### src/rtl/cpu_bus_arbiter_pkg.sv
// Shared definitions for the CPU bus arbiter: source tags, transfer size codes,
// arbiter FSM states and the default outstanding-transaction depth.
package cpu_bus_arbiter_pkg;

  localparam logic       SRC_INST = 1'b0;
  localparam logic       SRC_DATA = 1'b1;

  localparam logic [1:0] SIZE_B   = 2'd0;
  localparam logic [1:0] SIZE_H   = 2'd1;
  localparam logic [1:0] SIZE_W   = 2'd2;

  localparam int         ARB_OUTSTANDING = 4;

  typedef enum logic {
    ARB_IDLE = 1'b0,
    ARB_HOLD = 1'b1
  } arb_state_t;

endpackage

### src/rtl/cpu_bus_arbiter_order_fifo.sv
// Order FIFO of 1-bit source tags; records which CPU port issued each accepted
// memory request so in-order responses can be routed back.
module arb_order_fifo #(
  parameter int DEPTH = 4
) (
  input  logic clk,
  input  logic reset,
  input  logic push,
  input  logic pop,
  input  logic din,
  output logic dout,
  output logic full,
  output logic empty
);

  localparam int PW = $clog2(DEPTH);
  localparam int CW = PW + 1;
  localparam logic [CW-1:0] C_FULL = CW'(DEPTH);

  logic [DEPTH-1:0] r_mem;
  logic [PW-1:0]    r_wptr;
  logic [PW-1:0]    r_rptr;
  logic [CW-1:0]    r_count;
  logic             w_push;
  logic             w_pop;

  // Full blocks push even when a pop happens in the same cycle (no bypass).
  assign w_push = push && !full;
  assign w_pop  = pop && !empty;
  assign full   = (r_count == C_FULL);
  assign empty  = (r_count == {CW{1'b0}});
  assign dout   = r_mem[r_rptr];

  // Storage, pointers (wrap naturally at a power-of-two depth) and occupancy
  always_ff @(posedge clk or posedge reset) begin
    if (reset) begin
      r_mem   <= {DEPTH{1'b0}};
      r_wptr  <= {PW{1'b0}};
      r_rptr  <= {PW{1'b0}};
      r_count <= {CW{1'b0}};
    end else begin
      if (w_push) begin
        r_mem[r_wptr] <= din;
        r_wptr        <= r_wptr + PW'(1);
      end else begin
        r_wptr <= r_wptr;
      end
      if (w_pop) begin
        r_rptr <= r_rptr + PW'(1);
      end else begin
        r_rptr <= r_rptr;
      end
      case ({w_push, w_pop})
        2'b10:   r_count <= r_count + CW'(1);
        2'b01:   r_count <= r_count - CW'(1);
        default: r_count <= r_count;
      endcase
    end
  end

endmodule

### src/rtl/cpu_bus_arbiter.sv
// Merges the CPU instruction and data sram-like ports onto one in-order memory bus.
// Optional macro CPU_ARB_RR_EN: round-robin between ports instead of data-first priority.
module cpu_bus_arbiter
  import cpu_bus_arbiter_pkg::*;
#(
  parameter int OUTSTANDING = ARB_OUTSTANDING,
  parameter int ADDR_W      = 32,
  parameter int DATA_W      = 32
) (
  input  logic              clk,
  input  logic              reset,
  input  logic              inst_req,
  input  logic              inst_wr,
  input  logic [1:0]        inst_size,
  input  logic [3:0]        inst_wstrb,
  input  logic [ADDR_W-1:0] inst_addr,
  input  logic [DATA_W-1:0] inst_wdata,
  output logic              inst_addr_ok,
  output logic              inst_data_ok,
  output logic [DATA_W-1:0] inst_rdata,
  input  logic              data_req,
  input  logic              data_wr,
  input  logic [1:0]        data_size,
  input  logic [3:0]        data_wstrb,
  input  logic [ADDR_W-1:0] data_addr,
  input  logic [DATA_W-1:0] data_wdata,
  output logic              data_addr_ok,
  output logic              data_data_ok,
  output logic [DATA_W-1:0] data_rdata,
  output logic              mem_req,
  output logic              mem_wr,
  output logic [1:0]        mem_size,
  output logic [3:0]        mem_wstrb,
  output logic [ADDR_W-1:0] mem_addr,
  output logic [DATA_W-1:0] mem_wdata,
  input  logic              mem_gnt,
  input  logic              mem_rvalid,
  input  logic [DATA_W-1:0] mem_rdata,
  output logic              err_unexp_rsp
);

  arb_state_t r_state;
  logic       r_sel_hold;
  logic       r_err;
  logic       w_sel;
  logic       w_sel_req;
  logic       w_mem_req;
  logic       w_push;
  logic       w_pop;
  logic       w_head;
  logic       w_full;
  logic       w_empty;
`ifdef CPU_ARB_RR_EN
  logic       r_last;
`endif

  // Port selection: latched while a request waits for grant, otherwise arbitrated
  always_comb begin
    if (r_state == ARB_HOLD) begin
      w_sel = r_sel_hold;
    end else if (inst_req && data_req) begin
`ifdef CPU_ARB_RR_EN
      w_sel = ~r_last;
`else
      w_sel = SRC_DATA;
`endif
    end else if (data_req) begin
      w_sel = SRC_DATA;
    end else begin
      w_sel = SRC_INST;
    end
  end

  // Memory request fields follow the selected port
  always_comb begin
    if (w_sel == SRC_DATA) begin
      w_sel_req = data_req;
      mem_wr    = data_wr;
      mem_size  = data_size;
      mem_wstrb = data_wstrb;
      mem_addr  = data_addr;
      mem_wdata = data_wdata;
    end else begin
      w_sel_req = inst_req;
      mem_wr    = inst_wr;
      mem_size  = inst_size;
      mem_wstrb = inst_wstrb;
      mem_addr  = inst_addr;
      mem_wdata = inst_wdata;
    end
  end

  // Handshakes are gated by reset so they drop the moment reset asserts.
  assign w_mem_req     = w_sel_req && !w_full && !reset;
  assign w_push        = w_mem_req && mem_gnt;
  assign w_pop         = mem_rvalid && !w_empty && !reset;
  assign mem_req       = w_mem_req;
  assign inst_addr_ok  = w_push && (w_sel == SRC_INST);
  assign data_addr_ok  = w_push && (w_sel == SRC_DATA);
  assign inst_data_ok  = w_pop && (w_head == SRC_INST);
  assign data_data_ok  = w_pop && (w_head == SRC_DATA);
  assign inst_rdata    = mem_rdata;
  assign data_rdata    = mem_rdata;
  assign err_unexp_rsp = r_err;

  arb_order_fifo #(
    .DEPTH (OUTSTANDING)
  ) u_order_fifo (
    .clk   (clk),
    .reset (reset),
    .push  (w_push),
    .pop   (w_pop),
    .din   (w_sel),
    .dout  (w_head),
    .full  (w_full),
    .empty (w_empty)
  );

  // Arbiter FSM: hold the selection stable while the bus withholds grant
  always_ff @(posedge clk or posedge reset) begin
    if (reset) begin
      r_state    <= ARB_IDLE;
      r_sel_hold <= SRC_INST;
    end else begin
      case (r_state)
        ARB_IDLE: begin
          if (w_mem_req && !mem_gnt) begin
            r_state    <= ARB_HOLD;
            r_sel_hold <= w_sel;
          end else begin
            r_state    <= ARB_IDLE;
            r_sel_hold <= r_sel_hold;
          end
        end
        ARB_HOLD: begin
          if (w_push) begin
            r_state <= ARB_IDLE;
          end else begin
            r_state <= ARB_HOLD;
          end
        end
        default: begin
          r_state    <= ARB_IDLE;
          r_sel_hold <= SRC_INST;
        end
      endcase
    end
  end

  // Sticky flag for a response that has no outstanding transaction
  always_ff @(posedge clk or posedge reset) begin
    if (reset) begin
      r_err <= 1'b0;
    end else if (mem_rvalid && w_empty) begin
      r_err <= 1'b1;
    end else begin
      r_err <= r_err;
    end
  end

`ifdef CPU_ARB_RR_EN
  // Last-winner register for round-robin
  always_ff @(posedge clk or posedge reset) begin
    if (reset) begin
      r_last <= SRC_INST;
    end else if (w_push) begin
      r_last <= w_sel;
    end else begin
      r_last <= r_last;
    end
  end
`endif

endmodule
### config.mk
export PLATFORM = sky130hd
export DESIGN_NAME = cpu_bus_arbiter
export DESIGN_NICKNAME = d
export VERILOG_FILES = /design/src/rtl/cpu_bus_arbiter_pkg.sv /design/src/rtl/cpu_bus_arbiter_order_fifo.sv /design/src/rtl/cpu_bus_arbiter.sv
export SDC_FILE = /design/constraint.sdc
export NUM_CORES = 1
export LEC_CHECK = 0
export CAP_MARGIN = 10
export CORE_AREA = 4 4 123 125
export CTS_BUF_LIST = sky130_fd_sc_hd__clkbuf_4
export DETAILED_ROUTE_END_ITERATION = 16
export DIE_AREA = 0 0 127 129
export GPL_TIMING_DRIVEN = 0
export REMOVE_ABC_BUFFERS = 1
export SLEW_MARGIN = 20
export SYNTH_ARGS = -nofsm -noshare
export SYNTH_HDL_FRONTEND = slang
export SYNTH_SLANG_ARGS = --single-unit
### constraint.sdc
create_clock -name clk -period 5.85 [get_ports clk]
set_clock_uncertainty 0.2 [all_clocks]
set_input_delay 1.17 -clock clk [delete_from_list [all_inputs] [get_ports clk]]
set_output_delay 1.17 -clock clk [all_outputs]
set_load 0.05 [all_outputs]
# [Yosys cells after proc, flatten, opt, wreduce, memory -nomap -nowiden]
# Cells that the tools add are included.
[word_totals] elab_cells=60 reg_bits=14
[classes] muxes=18 magnitude_cmp=3 reduce_logical=22 add_sub_neg=4 n_bitwise=3 eq_ne=3
[op_table] op="32-bit 2-to-1 mux" count=2
[op_table] op="1-bit logical AND" count=15
[op_table] op="1-bit 2-to-1 mux" count=9
[op_table] op="2-bit by 3-bit less-than comparator with 1-bit output, second input constant" count=2
[op_table] op="3-bit case mux with 2 select lines" count=1
[op_table] op="2-bit by 1-bit adder with 2-bit output, second input constant" count=2
[op_table] op="4-bit bitwise mux" count=1
[op_table] op="1-bit logical NOT" count=4
[op_table] op="4-bit 2-to-1 mux" count=1
[op_table] op="3-bit by 1-bit adder with 3-bit output, second input constant" count=1
[op_table] op="3-bit equality test, second input constant" count=1
[op_table] op="3-bit logical NOT" count=1
[op_table] op="1-bit inverter" count=3
[op_table] op="3-bit by 1-bit subtractor with 3-bit output, second input constant" count=1
[op_table] op="1-bit binary-select mux with 2-bit select" count=1
[op_table] op="1-bit demux with 2-bit select" count=1
[op_table] op="2-bit by 1-bit equality test with 1-bit output, second input constant" count=1
[op_table] op="2-bit equality test, second input constant" count=1
[op_table] op="2-bit by 1-bit greater-or-equal comparator with 1-bit output, second input constant" count=1
[op_table] op="2-bit 2-to-1 mux" count=1
[op_table] op="1-bit case mux with 2 select lines" count=1
[op_table] op="2-bit AND reduction" count=1
[op_table] op="2-bit nonzero test" count=1

# [Longest topological paths before layout]
[logic_depth] word_depth=10 depth_mapped=9

# [Modules after synthesis]
# A second synthesis with hierarchy kept.
[unflattened] hier_cells=223 area_unflattened_um2=2213.4
[by_module_without_submodules] mod="cpu_bus_arbiter" instances=1 area_per_inst_um2=1604.0 cells_each=168
[by_module_without_submodules] mod="arb_order_fifo" instances=1 area_per_inst_um2=609.3 cells_each=55

# [Worst setup path before layout]
# Ideal clock, no wire load.
[synth_timing] path_type="input -> output" startpoint="input port data_req" endpoint="output port mem_wdata[18]" stages=5 arrival_time_ns=2.274 required_ns=4.480 path_slack_ns=2.206 cell_sequence="mux2i_1 buf_2 buf_1 nand2_1 nand2_1"
[synth_via] elab_chain_cells=4 word_cells_on_any_way=5
[synth_lines] element="from (decl)" line_no="cpu_bus_arbiter.sv:21" source="input logic data_req,"
[synth_lines] element="1-bit 2-to-1 mux / 1-bit logical AND (equally long branches)" line_no="cpu_bus_arbiter.sv:67, cpu_bus_arbiter.sv:61"
[synth_lines] element="1-bit 2-to-1 mux *" line_no="cpu_bus_arbiter.sv:61" source="end else if (inst_req && data_req) begin"
[synth_lines] element="1-bit 2-to-1 mux *" line_no="cpu_bus_arbiter.sv:59" source="if (r_state == ARB_HOLD) begin"
[synth_lines] element="32-bit 2-to-1 mux *" line_no="cpu_bus_arbiter.sv:76" source="if (w_sel == SRC_DATA) begin"
[synth_lines] element="to (decl)" line_no="cpu_bus_arbiter.sv:35" source="output logic [DATA_W-1:0] mem_wdata,"
# Mark *: on every way between the ends. The rest lies on a longest branch, timed or not.

# [Final worst setup path]
[layout_timing] startpoint="input port data_req" endpoint="output port mem_req"
[layout_via] elab_chain_cells=6 word_cells_on_any_way=7
[layout_lines] element="1-bit 2-to-1 mux / 1-bit logical AND (equally long branches)" line_no="cpu_bus_arbiter.sv:67, cpu_bus_arbiter.sv:61"
[layout_lines] element="1-bit 2-to-1 mux" line_no="cpu_bus_arbiter.sv:61"
[layout_lines] element="1-bit 2-to-1 mux" line_no="cpu_bus_arbiter.sv:59"
[layout_lines] element="1-bit 2-to-1 mux *" line_no="cpu_bus_arbiter.sv:76"
[layout_lines] element="1-bit logical AND * (2 in a row)" line_no="cpu_bus_arbiter.sv:94" source="assign w_mem_req = w_sel_req && !w_full && !reset;"
[layout_lines] element="to (decl)" line_no="cpu_bus_arbiter.sv:30" source="output logic mem_req,"
# Marked as above.

==> qor.txt <==
Status = complete, no violations
CTS tree = done
Ys Warns = 0
Top post-synthesis cells by count = nand2_1 (214), buf_4 (64), dfrtp_1 (14)
WL/cell = 17.2 um
Register area = 350 sq um
Ys async rst share = 1.00
Hold_buf cts = 0
Vias/cell = 4.04
DR iter-0 viols = 69
WS Path Type = in2out
Core region area = 13,900 sq um
Setup WS pre-CTS = 0.908 ns
Mapped Area = 2160 sq um
Power density over the cells = 573 nW/um^2
Synth Area in Adders = 0.0383
CTS H-tree lvls = 1
Antenna Violating Nets Remaining = 0
Synth top area share = 0.373
Vias in the first global route = 2,793
Nets = 697
Netlist cell types = 31
Mapped Avg Cell Area = 5.99 sq um
Critical path's slowest cell = clkdlybuf4s50_1
Via total after detailed routing = 2,790
VDD IR-drop max = 0.230 mV
Compound-gate portion of the synthesized area = 0.0522
Largest family of logic cells by synthesized area = simple AND/OR/NAND/NOR gates
CP Capture Type = output port
Critical Path Fanout Max = 11
Vert. Die Dim = 129 um
Simple-gate share of the synthesized area = 0.411
Final hold slack = 0.292 ns
Clock buffer count from CTS = 3
Fin. Hold Viols = 0
Top cells by area, synth = nand2_1 (37%), buf_4 (22%), dfrtp_1 (16%)
Final Cell Area = 4190 sq um
Largest stage delay on the critical path = 0.94 ns
Mux cell area share after synthesis = 0.0366
Layout Utilization = 0.302
Gate count of the mapped netlist = 360
Final Max Slew Viols = 0
Crit path DAT = 3.56 ns
Clock Sinks = 14
Total power = 2400 uW
# rows = 43
Worst-path cell chain = clkdlybuf4s50_1 -> mux2i_1 -> a2111oi_4 -> clkdlybuf4s50_1
Worst Max-Slew Pin Slew = 0.653 ns
Area delta synth->final = 94.1%
Crit-path leading delay family = buffers and inverters
# DRC = 0
Initial antenna violation count = 0
Worst-skew pair later-pin latency = 0.27 ns
Startpoint Class = primary input
Multi-input gate area = 1230 sq um
Tightest Hold Check Type = reg2reg
Cts repair resizes = 0
Die area = 16,400 sq um
# diodes = 0
Peak Freq = 203 MHz
Fillers = 1,498
DP Area = 4160 sq um
Max-Cap Viols = 0
LEAKAGE = 0.00192 uW
First-pass GRT wire length = 16,800 um
Final setup vio count = 0
Total wire length = 11,800 um
Num ports = 321
Post-synth top flop = dfrtp_1
Clk root buf = clkbuf_4
Crit path buf inv count = 2
I/O Buffers = 224
GP Congestion = 0.812
CTS clk-pin slew, worst paths = 0.08 ns
Synth Area in XOR/XNOR = 0.0244
Share of cells above drive strength 1 = 0.0275
Clock tree buffer depth = 2
Cell with the most instances on the worst path = clkdlybuf4s50_1
Data required time of the worst path = 4.48 ns
Die W = 127 um
Most common cell in the synthesized netlist = nand2_1
Initial Util = 0.155
Pin count of the biggest net entering global routing = 41
Setup WS post-layout = 0.916 ns
Post-synth EDFFs = 0
Relative slew slack = 0.563
Synthesized flop and latch total = 14
Post CTS Setup Buffer Count = 0
Area leader, netlist = nand2_1
RSZ-0062 raised after global routing = false
GR Overflow Total = 0
Post-DP HPWL = 10,100 um
Minimum clock period after layout = 4.93 ns
DRT Pass-1 Iters = 4
Crit share post-route = 0.843
Register area share after synthesis = 0.163
GR Util All Layers = 0.133
## path summary, 6_finish.rpt
path | cells after the start | endpoint | slack [ns] | from
min in group asynchronous | 2 | asynchronous set/reset pin | 1.21 | reset
setup / recovery | 4 | mem_req | 0.92 | data_req
hold / removal | 1 | u_order_fifo.r_count[2] | 0.29 | u_order_fifo.r_count[2]
hold reg to reg | 1 | u_order_fifo.r_count[2] | 0.29 | u_order_fifo.r_count[2]
max in group asynchronous | 2 | u_order_fifo.r_count[0] | 3.88 | reset
setup reg to reg | 9 | u_order_fifo.r_count[2] | 3.16 | r_sel_hold
## report_power, final
group / switching, uW / leakage (uW) / internal, uW
Combinational: 1400 / 0.00174 / 744
Sequential: 51.0 / 0.000161 / 147
Clock: 30.6 / 0.0000154 / 24.7
## state kept, by name, indices dropped and copies added, names as in the netlist, named ones only
| register | flops |
|---|---|
| r_sel_hold | 1 |
| u_order_fifo.r_rptr | 2 |
| u_order_fifo.r_wptr | 2 |
| err_unexp_rsp | 1 |
| u_order_fifo.r_mem | 4 |
| u_order_fifo.r_count | 3 |
## cells by family (layout without fill, tap and decap cells)
| kind of cell | after synthesis | after routing |
|---|---|---|
| and+or+nand+nor | 228 | 228 |
| adders and majority gates | 6 | 6 |
| AOI/OAI and AO/OA | 12 | 12 |
| DFF | 14 | 14 |
| muxes | 6 | 6 |
| buffers and inverters | 88 | 238 |
| xor gates and xnor gates | 6 | 6 |
## final cells by class
| cell class | instances | area share |
|---|---|---|
| repair buffers | 228 | 0.557 |
| well taps | 180 | 0.0538 |
| inverters | 6 | 0.00538 |
| flip-flops and latches | 14 | 0.0837 |
| clock inverters | 1 | 0.000897 |
| clock buffers | 3 | 0.00538 |
| multi-input cells | 258 | 0.294 |
## through the flow
step | setup TNS (ns) | instances
after CTS | 0 | 690
after detailed placement | 0 | 686
after floorplan | -0.0892 | 278
after global routing | 0 | 690
final | 0 | 690
after global placement | -185.58 | 682
## per-layer routing
metal  wire, um  global-route usage
met1       4360               0.150
met2       4830               0.188
met3       2490               0.123
met4         12             0.00505
met5        133              0.0735
## placed cells by master, fill, tap and decap left out, types with 4 or more instances in the layout
master and instances:
a31oi_1 4, a41oi_1 4, clkdlybuf4s50_1 224, dfrtp_1 14, ha_1 5, inv_1 6
nand2_1 214, nor2_1 4
Power figures use the tool's default switching activity.
